==> config.mk <==
export PLATFORM = sky130hd
export DESIGN_NAME = adc_spi_resp
export DESIGN_NICKNAME = d
export VERILOG_FILES = /design/src/rtl/adc_spi_resp.sv
export SDC_FILE = /design/constraint.sdc
export NUM_CORES = 1
export LEC_CHECK = 0
export ABC_CLOCK_PERIOD_IN_PS = 5100
export BUFFER_PORTS_ARGS = -buffer_cell sky130_fd_sc_hd__buf_2
export CAP_MARGIN = 20
export CELL_PAD_IN_SITES_DETAIL_PLACEMENT = 1
export CELL_PAD_IN_SITES_GLOBAL_PLACEMENT = 2
export CORE_ASPECT_RATIO = 1.4
export CORE_MARGIN = 4
export CORE_UTILIZATION = 31
export DETAILED_ROUTE_END_ITERATION = 8
export MAX_ROUTING_LAYER = met4
export PLACE_DENSITY = 0.92
export SLEW_MARGIN = 20
export SYNTH_ARGS = -nofsm -noshare
export SYNTH_HDL_FRONTEND = slang
export SYNTH_SLANG_ARGS = --single-unit
==> constraint.sdc <==
create_clock -name clk -period 5.1 [get_ports clk]
set_input_delay 0.51 -clock clk [delete_from_list [all_inputs] [get_ports clk]]
set_output_delay 0.51 -clock clk [all_outputs]
set_load 0.1 [all_outputs]
==> src/rtl/adc_spi_resp.sv <==
// SPI responder modelling an 8-channel 12-bit serial A2D; the response is pipelined by one transaction.
// Optional: define ADC_SPI_RESP_NOISE_EN to add LFSR dither (-2..+1 LSB, saturated) to each loaded sample.
module adc_spi_resp #(
  parameter int         SYNC_STAGES = 2,
  parameter logic [2:0] RESET_CH    = 3'd0
) (
  input  logic        clk,
  input  logic        rst_n,
  input  logic        SS_n,
  input  logic        SCLK,
  input  logic        MOSI,
  output logic        MISO,
  input  logic [95:0] ain,
  output logic [2:0]  cmd_ch,
  output logic        busy,
  output logic        xfer_done,
  output logic        xfer_abort
);

  typedef enum logic [1:0] {WAIT_HI, IDLE, ACTIVE} state_t;

  localparam int SETTLE = SYNC_STAGES + 1;
  localparam int SCW    = $clog2(SETTLE + 1);

  state_t state, state_nxt;

  logic [SYNC_STAGES-1:0] ss_pipe, sclk_pipe, mosi_pipe;
  logic                   ss_prev, sclk_prev;
  logic                   ss_sync, sclk_sync, mosi_sync;
  logic                   ss_fall, ss_rise, sclk_rise, sclk_fall;
  logic [SCW-1:0]         settle_cnt;
  logic                   settled;
  logic [15:0]            tx;
  logic [2:0]             rx_ch;
  logic [4:0]             bit_cnt;
  logic [11:0]            ain_sel, load_val;
  logic                   load;

  always_ff @(posedge clk or negedge rst_n) begin
    if (!rst_n) begin
      ss_pipe   <= '1;
      sclk_pipe <= '1;
      mosi_pipe <= '1;
      ss_prev   <= 1'b1;
      sclk_prev <= 1'b1;
    end else begin
      ss_pipe   <= {ss_pipe[SYNC_STAGES-2:0], SS_n};
      sclk_pipe <= {sclk_pipe[SYNC_STAGES-2:0], SCLK};
      mosi_pipe <= {mosi_pipe[SYNC_STAGES-2:0], MOSI};
      ss_prev   <= ss_pipe[SYNC_STAGES-1];
      sclk_prev <= sclk_pipe[SYNC_STAGES-1];
    end
  end

  assign ss_sync   = ss_pipe[SYNC_STAGES-1];
  assign sclk_sync = sclk_pipe[SYNC_STAGES-1];
  assign mosi_sync = mosi_pipe[SYNC_STAGES-1];
  assign ss_fall   = ss_prev & ~ss_sync;
  assign ss_rise   = ~ss_prev & ss_sync;
  assign sclk_rise = ~sclk_prev & sclk_sync;
  assign sclk_fall = sclk_prev & ~sclk_sync;

  // The synchronizers reset to 1, so a held-low SS_n only becomes visible once they have flushed.
  always_ff @(posedge clk or negedge rst_n) begin
    if (!rst_n)
      settle_cnt <= '0;
    else if (!settled)
      settle_cnt <= settle_cnt + 1'b1;
  end
  assign settled = (settle_cnt == SCW'(SETTLE));

  always_ff @(posedge clk or negedge rst_n) begin
    if (!rst_n) state <= WAIT_HI;
    else        state <= state_nxt;
  end

  always_comb begin
    state_nxt = state;
    case (state)
      WAIT_HI: if (settled && ss_sync) state_nxt = IDLE;
      IDLE:    if (ss_fall)            state_nxt = ACTIVE;
      ACTIVE:  if (ss_rise)            state_nxt = IDLE;
      default:                         state_nxt = WAIT_HI;
    endcase
  end

  always_comb begin
    busy = (state == ACTIVE);
    MISO = busy & tx[15];
  end

  assign load    = (state == IDLE) && ss_fall;
  assign ain_sel = ain[int'(cmd_ch)*12 +: 12];

`ifdef ADC_SPI_RESP_NOISE_EN
  logic [15:0]        lfsr;
  logic               lfsr_fb;
  logic signed [13:0] noisy;

  assign lfsr_fb = lfsr[15] ^ lfsr[13] ^ lfsr[12] ^ lfsr[10];

  always_ff @(posedge clk or negedge rst_n) begin
    if (!rst_n)    lfsr <= 16'hACE1;
    else if (load) lfsr <= {lfsr[14:0], lfsr_fb};
  end

  always_comb begin
    noisy = $signed({2'b00, ain_sel}) + $signed({{12{lfsr[1]}}, lfsr[1:0]});
    if (noisy < 0)                  load_val = 12'd0;
    else if (noisy > 14'sd4095)     load_val = 12'hFFF;
    else                            load_val = noisy[11:0];
  end
`else
  assign load_val = ain_sel;
`endif

  // Only command bits 13:11 matter; they arrive as the 3rd..5th bits on the wire.
  always_ff @(posedge clk or negedge rst_n) begin
    if (!rst_n) begin
      tx         <= '0;
      rx_ch      <= '0;
      bit_cnt    <= '0;
      cmd_ch     <= RESET_CH;
      xfer_done  <= 1'b0;
      xfer_abort <= 1'b0;
    end else begin
      xfer_done  <= 1'b0;
      xfer_abort <= 1'b0;
      if (load) begin
        tx      <= {4'b0000, load_val};
        bit_cnt <= '0;
      end else if (state == ACTIVE) begin
        if (ss_rise) begin
          if (bit_cnt == 5'd16) begin
            cmd_ch    <= rx_ch;
            xfer_done <= 1'b1;
          end else begin
            xfer_abort <= 1'b1;
          end
        end else begin
          if (sclk_rise && bit_cnt < 5'd16) begin
            if (bit_cnt >= 5'd2 && bit_cnt <= 5'd4)
              rx_ch <= {rx_ch[1:0], mosi_sync};
            bit_cnt <= bit_cnt + 5'd1;
          end
          if (sclk_fall && bit_cnt != 5'd0)
            tx <= {tx[14:0], 1'b0};
        end
      end
    end
  end

endmodule

==> metrics, run 1 <==
post-CTS setup buffers 0; CTS tree done; Wirelength per Cell around 16 µm; post-CTS sizing 0; power density cells 251 mW/mm²; H-tree lvl count 2; worst path required time 4.59 ns; Starting Density 31.8%; list of most frequent post-synthesis cells mux2i_1 (61), dfrtp_1 (33), a21oi_1 (23), a22oi_1 (23), nor2_1 (9); reg-to-reg setup timing slack 3.19 ns; CTS Buf Count 5; total die area 0.00945 mm²; worst-case reg-to-reg path depth 7; First-pass DRT Iterations 4; Area Overhead vs Synth 29.2%; share of cells above drive strength 1 42.5%; PortBufs 107; antenna fix cells 0; Leak Pwr 1.36 nW; footprint of the multi-input gates 0.00134 mm²; clock sink count 41; total wire length 6670 µm; WS Path Type reg -> out; first-pass GRT wire length 10800 µm; synthesized instance count 222; asr flop ratio synth 100%; vias in the first global route 2265; sequential share of the synthesized area 42.1%; R2R Path End tx[1]; Core Area just under 0.008 mm²; RSZ-0062 raised after global routing false; Period minus WS final 2.30 ns; Die Width 83.3 µm; initial antenna violation count 0; Synth Cell Area 0.00246 mm²; worst min-delay path category in -> reg; row cnt 38; Max Fclk 435 MHz; fill cell count 920; vias per inst between 4 and 5; placed inst area 0.00307 mm²; FF/Latch Area 0.00104 mm²; setup TNS 0 ns; Mean Syn Cell Area roughly 11 µm²; CP endpoint cmd_ch[1]; Max FO, Critical Path 48; leading area contributor after synthesis dfrtp_1; syn nets between 300 and 400; setup violation total in the final timing report 0; NumNets Final 428; Post-synth EDFFs 0; Final Instance Area 0.00318 mm²; Synth Flop Type dfrtp_1; share of the synthesized area in the top cell type 33.6%; Max Slew Vio Count 0; VDD IR max 0.000134 V; global route overflow 0; Tightest Pin Transition roughly 0.96 ns; DRC Markers 0; Root Buffer clkbuf_8; CTS Buffer Depth 2; CTS Hold Buffers Added 0; MaxCap Viol Count 0; Fin. Hold Viols 0; pin count of the biggest net entering global routing 49; DIE HEIGHT 113 µm; cells taking the most area after synthesis dfrtp_1 (34%), mux2i_1 (25%), dfstp_2 (8.5%), a22oi_1 (7.0%), a21oi_1 (4.7%); Reg clk slew, reported paths roughly 0.080 ns; Routed Antenna Nets 0; Yosys reg bits 41; Final GP Congestion 0.811; Slew HR 35.9%; status finished clean; I/O pin count 108; Iter 0 DRT Violations 87; DP HPWL 5380 µm; vias 2120; Clock Latency Late Sink 0.29 ns; Crit. Startpoint cmd_ch[1]; post-synth cell types 32; crit start category flop; CP arrival ~1.8 ns; yosys warns 0; Final Cycle Share between 40% and 50%; reg2reg start bit_cnt[0]; crit end category primary output; count leader, synth mux2i_1; GRT Overall Usage between 10 and 15%; clk_skew 0.0104 ns
routing by layer:
metal / routed length, µm / global-route usage (%) / vias to the layer above
li1: - / - / 1027
met1: 2750 / 16.1 / 1019
met2: 3480 / 25.3 / 70
met3: 383 / 3.61 / 4
met4: 55 / 3.27 / 0
met5: 0 / - / -
power breakdown:
| part | switching, mW | leakage (nW) | total, mW | internal, mW |
|---|---|---|---|---|
| clock | 0.108 | 0.0552 | 0.253 | 0.145 |
| combinational | 0.0704 | 0.816 | 0.145 | 0.0744 |
| sequential | 0.0293 | 0.493 | 0.401 | 0.372 |
cells by family after synthesis:
| logic type | share of synthesized area (%) |
|---|---|
| buf+inv | 3.30 |
| fa+ha+maj | 1.53 |
| xor+xnor | 1.07 |
| simple gates | 9.15 |
| compound gates | 13.0 |
| flops | 42.1 |
| mux | 29.8 |
worst min path at each step:
stage	startpoint	endpoint	slack [ns]	cells after the start
floorplan	rst_n	bit_cnt[0]	0.21	0
global placement	sclk_pipe[0]	sclk_pipe[1]	0.35	0
detailed placement	sclk_pipe[0]	sclk_pipe[1]	0.35	0
CTS	SCLK	sclk_pipe[0]	0.30	1
global route	SS_n	ss_pipe[0]	0.30	1
finish	SS_n	ss_pipe[0]	0.32	1
layout by cell type (no fill, tap or decap), drive strengths merged, types with 3 or more instances in the layout:
cell type / Yosys / routed
ha: 3 / 3
buf: 6 / 109
nand2b: 5 / 5
mux2i: 61 / 61
a22oi: 23 / 23
a21oi: 23 / 23
inv: 4 / 4
nand2: 5 / 5
dfrtp: 33 / 33
nor2b: 3 / 3
clkbuf: 8 / 6
mux2: 7 / 7
nor2: 9 / 9
dfstp: 8 / 8
sequential cells by signal, summed over array words and instances, names as in the netlist:
register and flops:
state 2, bit_cnt 5, xfer_done 1, ss_pipe 2
mosi_pipe 2, rx_ch 3, tx 16, cmd_ch 3
ss_prev 1, sclk_prev 1, sclk_pipe 2, settle_cnt 2
xfer_abort 1
metrics by stage:
step	utilization (%)	power (mW)	hold slack, ns	setup WS, ns	cells
after floorplan	-	0.484	0.214	2.53	222
after global placement	39.6	0.546	0.346	3.11	417
after detailed placement	39.6	0.554	0.349	3.10	417
after CTS	41.0	0.811	0.305	2.78	425
after global routing	41.0	0.849	0.298	2.73	425
final	41.0	0.799	0.315	2.80	425
critical path: stages (launching register included):
cell	delay, ns
dfrtp_2	0.34
buf_4	0.59
buf_2	0.55
cell type report:
class	count	area share, %
multi-input cells	163	42.3
flip-flops and latches	41	32.6
repair buffers	109	17.3
well taps	100	3.94
clock buffers	6	2.28
clock inverters	2	1.10
inverters	4	0.472
Power figures use the tool's default switching activity.
==> run 2, diff against run 1 <==
--- a/config.mk
+++ b/config.mk
@@ -5,17 +5,17 @@
 export SDC_FILE = /design/constraint.sdc
 export NUM_CORES = 1
 export LEC_CHECK = 0
-export ABC_CLOCK_PERIOD_IN_PS = 5100
+export ABC_CLOCK_PERIOD_IN_PS = 2200
 export BUFFER_PORTS_ARGS = -buffer_cell sky130_fd_sc_hd__buf_2
 export CAP_MARGIN = 20
 export CELL_PAD_IN_SITES_DETAIL_PLACEMENT = 1
 export CELL_PAD_IN_SITES_GLOBAL_PLACEMENT = 2
 export CORE_ASPECT_RATIO = 1.4
 export CORE_MARGIN = 4
-export CORE_UTILIZATION = 31
+export CORE_UTILIZATION = 28
 export DETAILED_ROUTE_END_ITERATION = 8
 export MAX_ROUTING_LAYER = met4
-export PLACE_DENSITY = 0.92
+export PLACE_DENSITY = 0.85
 export SLEW_MARGIN = 20
 export SYNTH_ARGS = -nofsm -noshare
 export SYNTH_HDL_FRONTEND = slang
==> constraint.sdc (replaced) <==
create_clock -name clk -period 2.2 [get_ports clk]
set_input_delay 0.22 -clock clk [delete_from_list [all_inputs] [get_ports clk]]
set_output_delay 0.22 -clock clk [all_outputs]
set_load 0.1 [all_outputs]
==> metrics, run 2 (synthesis gave the netlist of run 1 again) <==
status finished clean; pin count of the biggest net entering global routing 44; Iter 0 DRT Violations 61; vias in the first global route 2435; Root Buffer clkbuf_16; DP HPWL 5690 µm; Leak Pwr 1.44 nW; Biggest register tx; VDD IR max ~0.00033 V; crit start category flop; Max Slew Vio Count 0; setup TNS 0 ns; Met2 Routed Length 3880 µm; FF/Latch Area 0.00104 mm²; CTS Hold Buffers Added 0; Placed Cells 429; initial antenna violation count 0; Largest register FFs 16; global route overflow 0; total wire length a little over 7000 µm; setup violation total in the final timing report 0; DRC Markers 0; DIE HEIGHT 119 µm; Max FO, Critical Path 7; met1 wire length 2680 µm; RSZ-0062 raised after global routing false; Final Instance Area 0.00334 mm²; top flop regs tx: 16 flops, bit_cnt: 5 flops; share of cells above drive strength 1 between 40% and 50%; row cnt 40; PortBufs about 110; CP arrival 1.63 ns; vias per inst 4.93; CTS Buf Count 5; worst min-delay path category in -> reg; Tightest Pin Transition roughly 0.88 ns; commonest cells after routing, fill and taps aside buf_2 (106), mux2i_1 (61), dfrtp_1 (32); Reg clk slew, reported paths approximately 0.060 ns; clk_skew 0.00586 ns; placed inst area 0.00316 mm²; Area Overhead vs Synth 35.8%; GRT Overall Usage 14.2%; H-tree lvl count 2; footprint of the multi-input gates approximately 0.0013 mm²; fin cells about 440; worst-path cell chain nand2b_4, inv_1, and2_2, buf_2; CTS Buffer Depth 2; Clock Latency Late Sink 0.28 ns; worst path required time a little under 2 ns; crit end category primary output; first-pass GRT wire length 11600 µm; Die Width 87.2 µm; Slew HR 41.1%; Fin. Hold Viols 0; Final GP Congestion 0.740; met3 routed wirelength between 600 and 700 µm; most common cell after layout, fill and taps aside buf_2; power density cells 638 mW/mm²; Wirelength per Cell between 15 and 20 µm; Max Fclk 539 MHz; vias approximately 2200; I/O pin count 108; top layer in use met4; Core Area 0.00856 mm²; Final Cycle Share 84.3%; Period minus WS final 1.85 ns; slowest cell delay on critical path 0.42 ns; total die area 0.0104 mm²; NumNets Final between 400 and 500; Starting Density around 29%; clock sink count slightly above 40; MaxCap Viol Count 0; First-pass DRT Iterations 2; antenna fix cells 0; reg-to-reg setup timing slack 0.35 ns; CTS tree done; fill cell count 1008; WS Path Type reg -> out; Critical-path top delay cell buf_2; Routed Antenna Nets 0
run 2: changes by cell type in the layout (fill, tap and decap cells not counted):
cell	previous run	this run
buf_2	107	106
clkbuf_8	5	1
and2_2	0	1
and2_1	2	1
clkbuf_16	0	5
buf_12	0	2
clkinv_2	1	0
buf_4	2	8
buf_6	0	1
run 2: critical path: cells and delay by family, from the launching register on:
| family | cells | cell delay (ns) |
|---|---|---|
| buf+inv | 2 | 0.60 |
| simple gates | 2 | 0.36 |
| flops | 1 | 0.40 |
run 2: per-layer routing:
layer  GRT usage, %  up-vias
met4           3.45        0
met3           3.81        6
met1           15.1     1036
met5              -        -
li1               -     1045
met2           25.9       71
run 2: final timing paths:
path	depth (start not counted)	from	to
max	4	state[0]	MISO
min	1	SCLK	sclk_pipe[0]
max reg2reg	7	bit_cnt[0]	tx[2]
min reg2reg	0	sclk_pipe[0]	sclk_pipe[1]
max in group asynchronous	2	rst_n	mosi_pipe[1]
min in group asynchronous	1	rst_n	settle_cnt[1]
run 2: cell type report:
type / count / share of cell area (%)
Multi-Input combinational cell: 163 / 40.2
Sequential cell: 41 / 31.0
Timing Repair Buffer: 117 / 19.2
Clock inverter: 1 / 0.898
Clock buffer: 7 / 4.27
Tap cell: 105 / 3.93
Inverter: 4 / 0.449
run 2: metrics by stage:
step	power [mW]	utilization (%)	hold WS (ns)	worst slack, ns
finish	2.13	39.1	0.0353	0.345
CTS	2.16	39.0	0.0288	0.0218
global placement	1.27	36.8	0.325	-0.0307
global route	2.24	39.1	0.0267	0.194
floorplan	1.12	-	-0.0756	0.0427
detailed placement	1.30	37.0	0.326	0.0852
run 2: what timing repair did:
action                     4_1_cts  5_1_grt
setup buffers                    0        1
resized for setup                0        0
setup endpoints to repair        0        8
run 2: power breakdown:
part / internal, mW / switching [mW]
combinational: 0.183 / 0.180
clock: 0.566 / 0.275
sequential: 0.864 / 0.0647
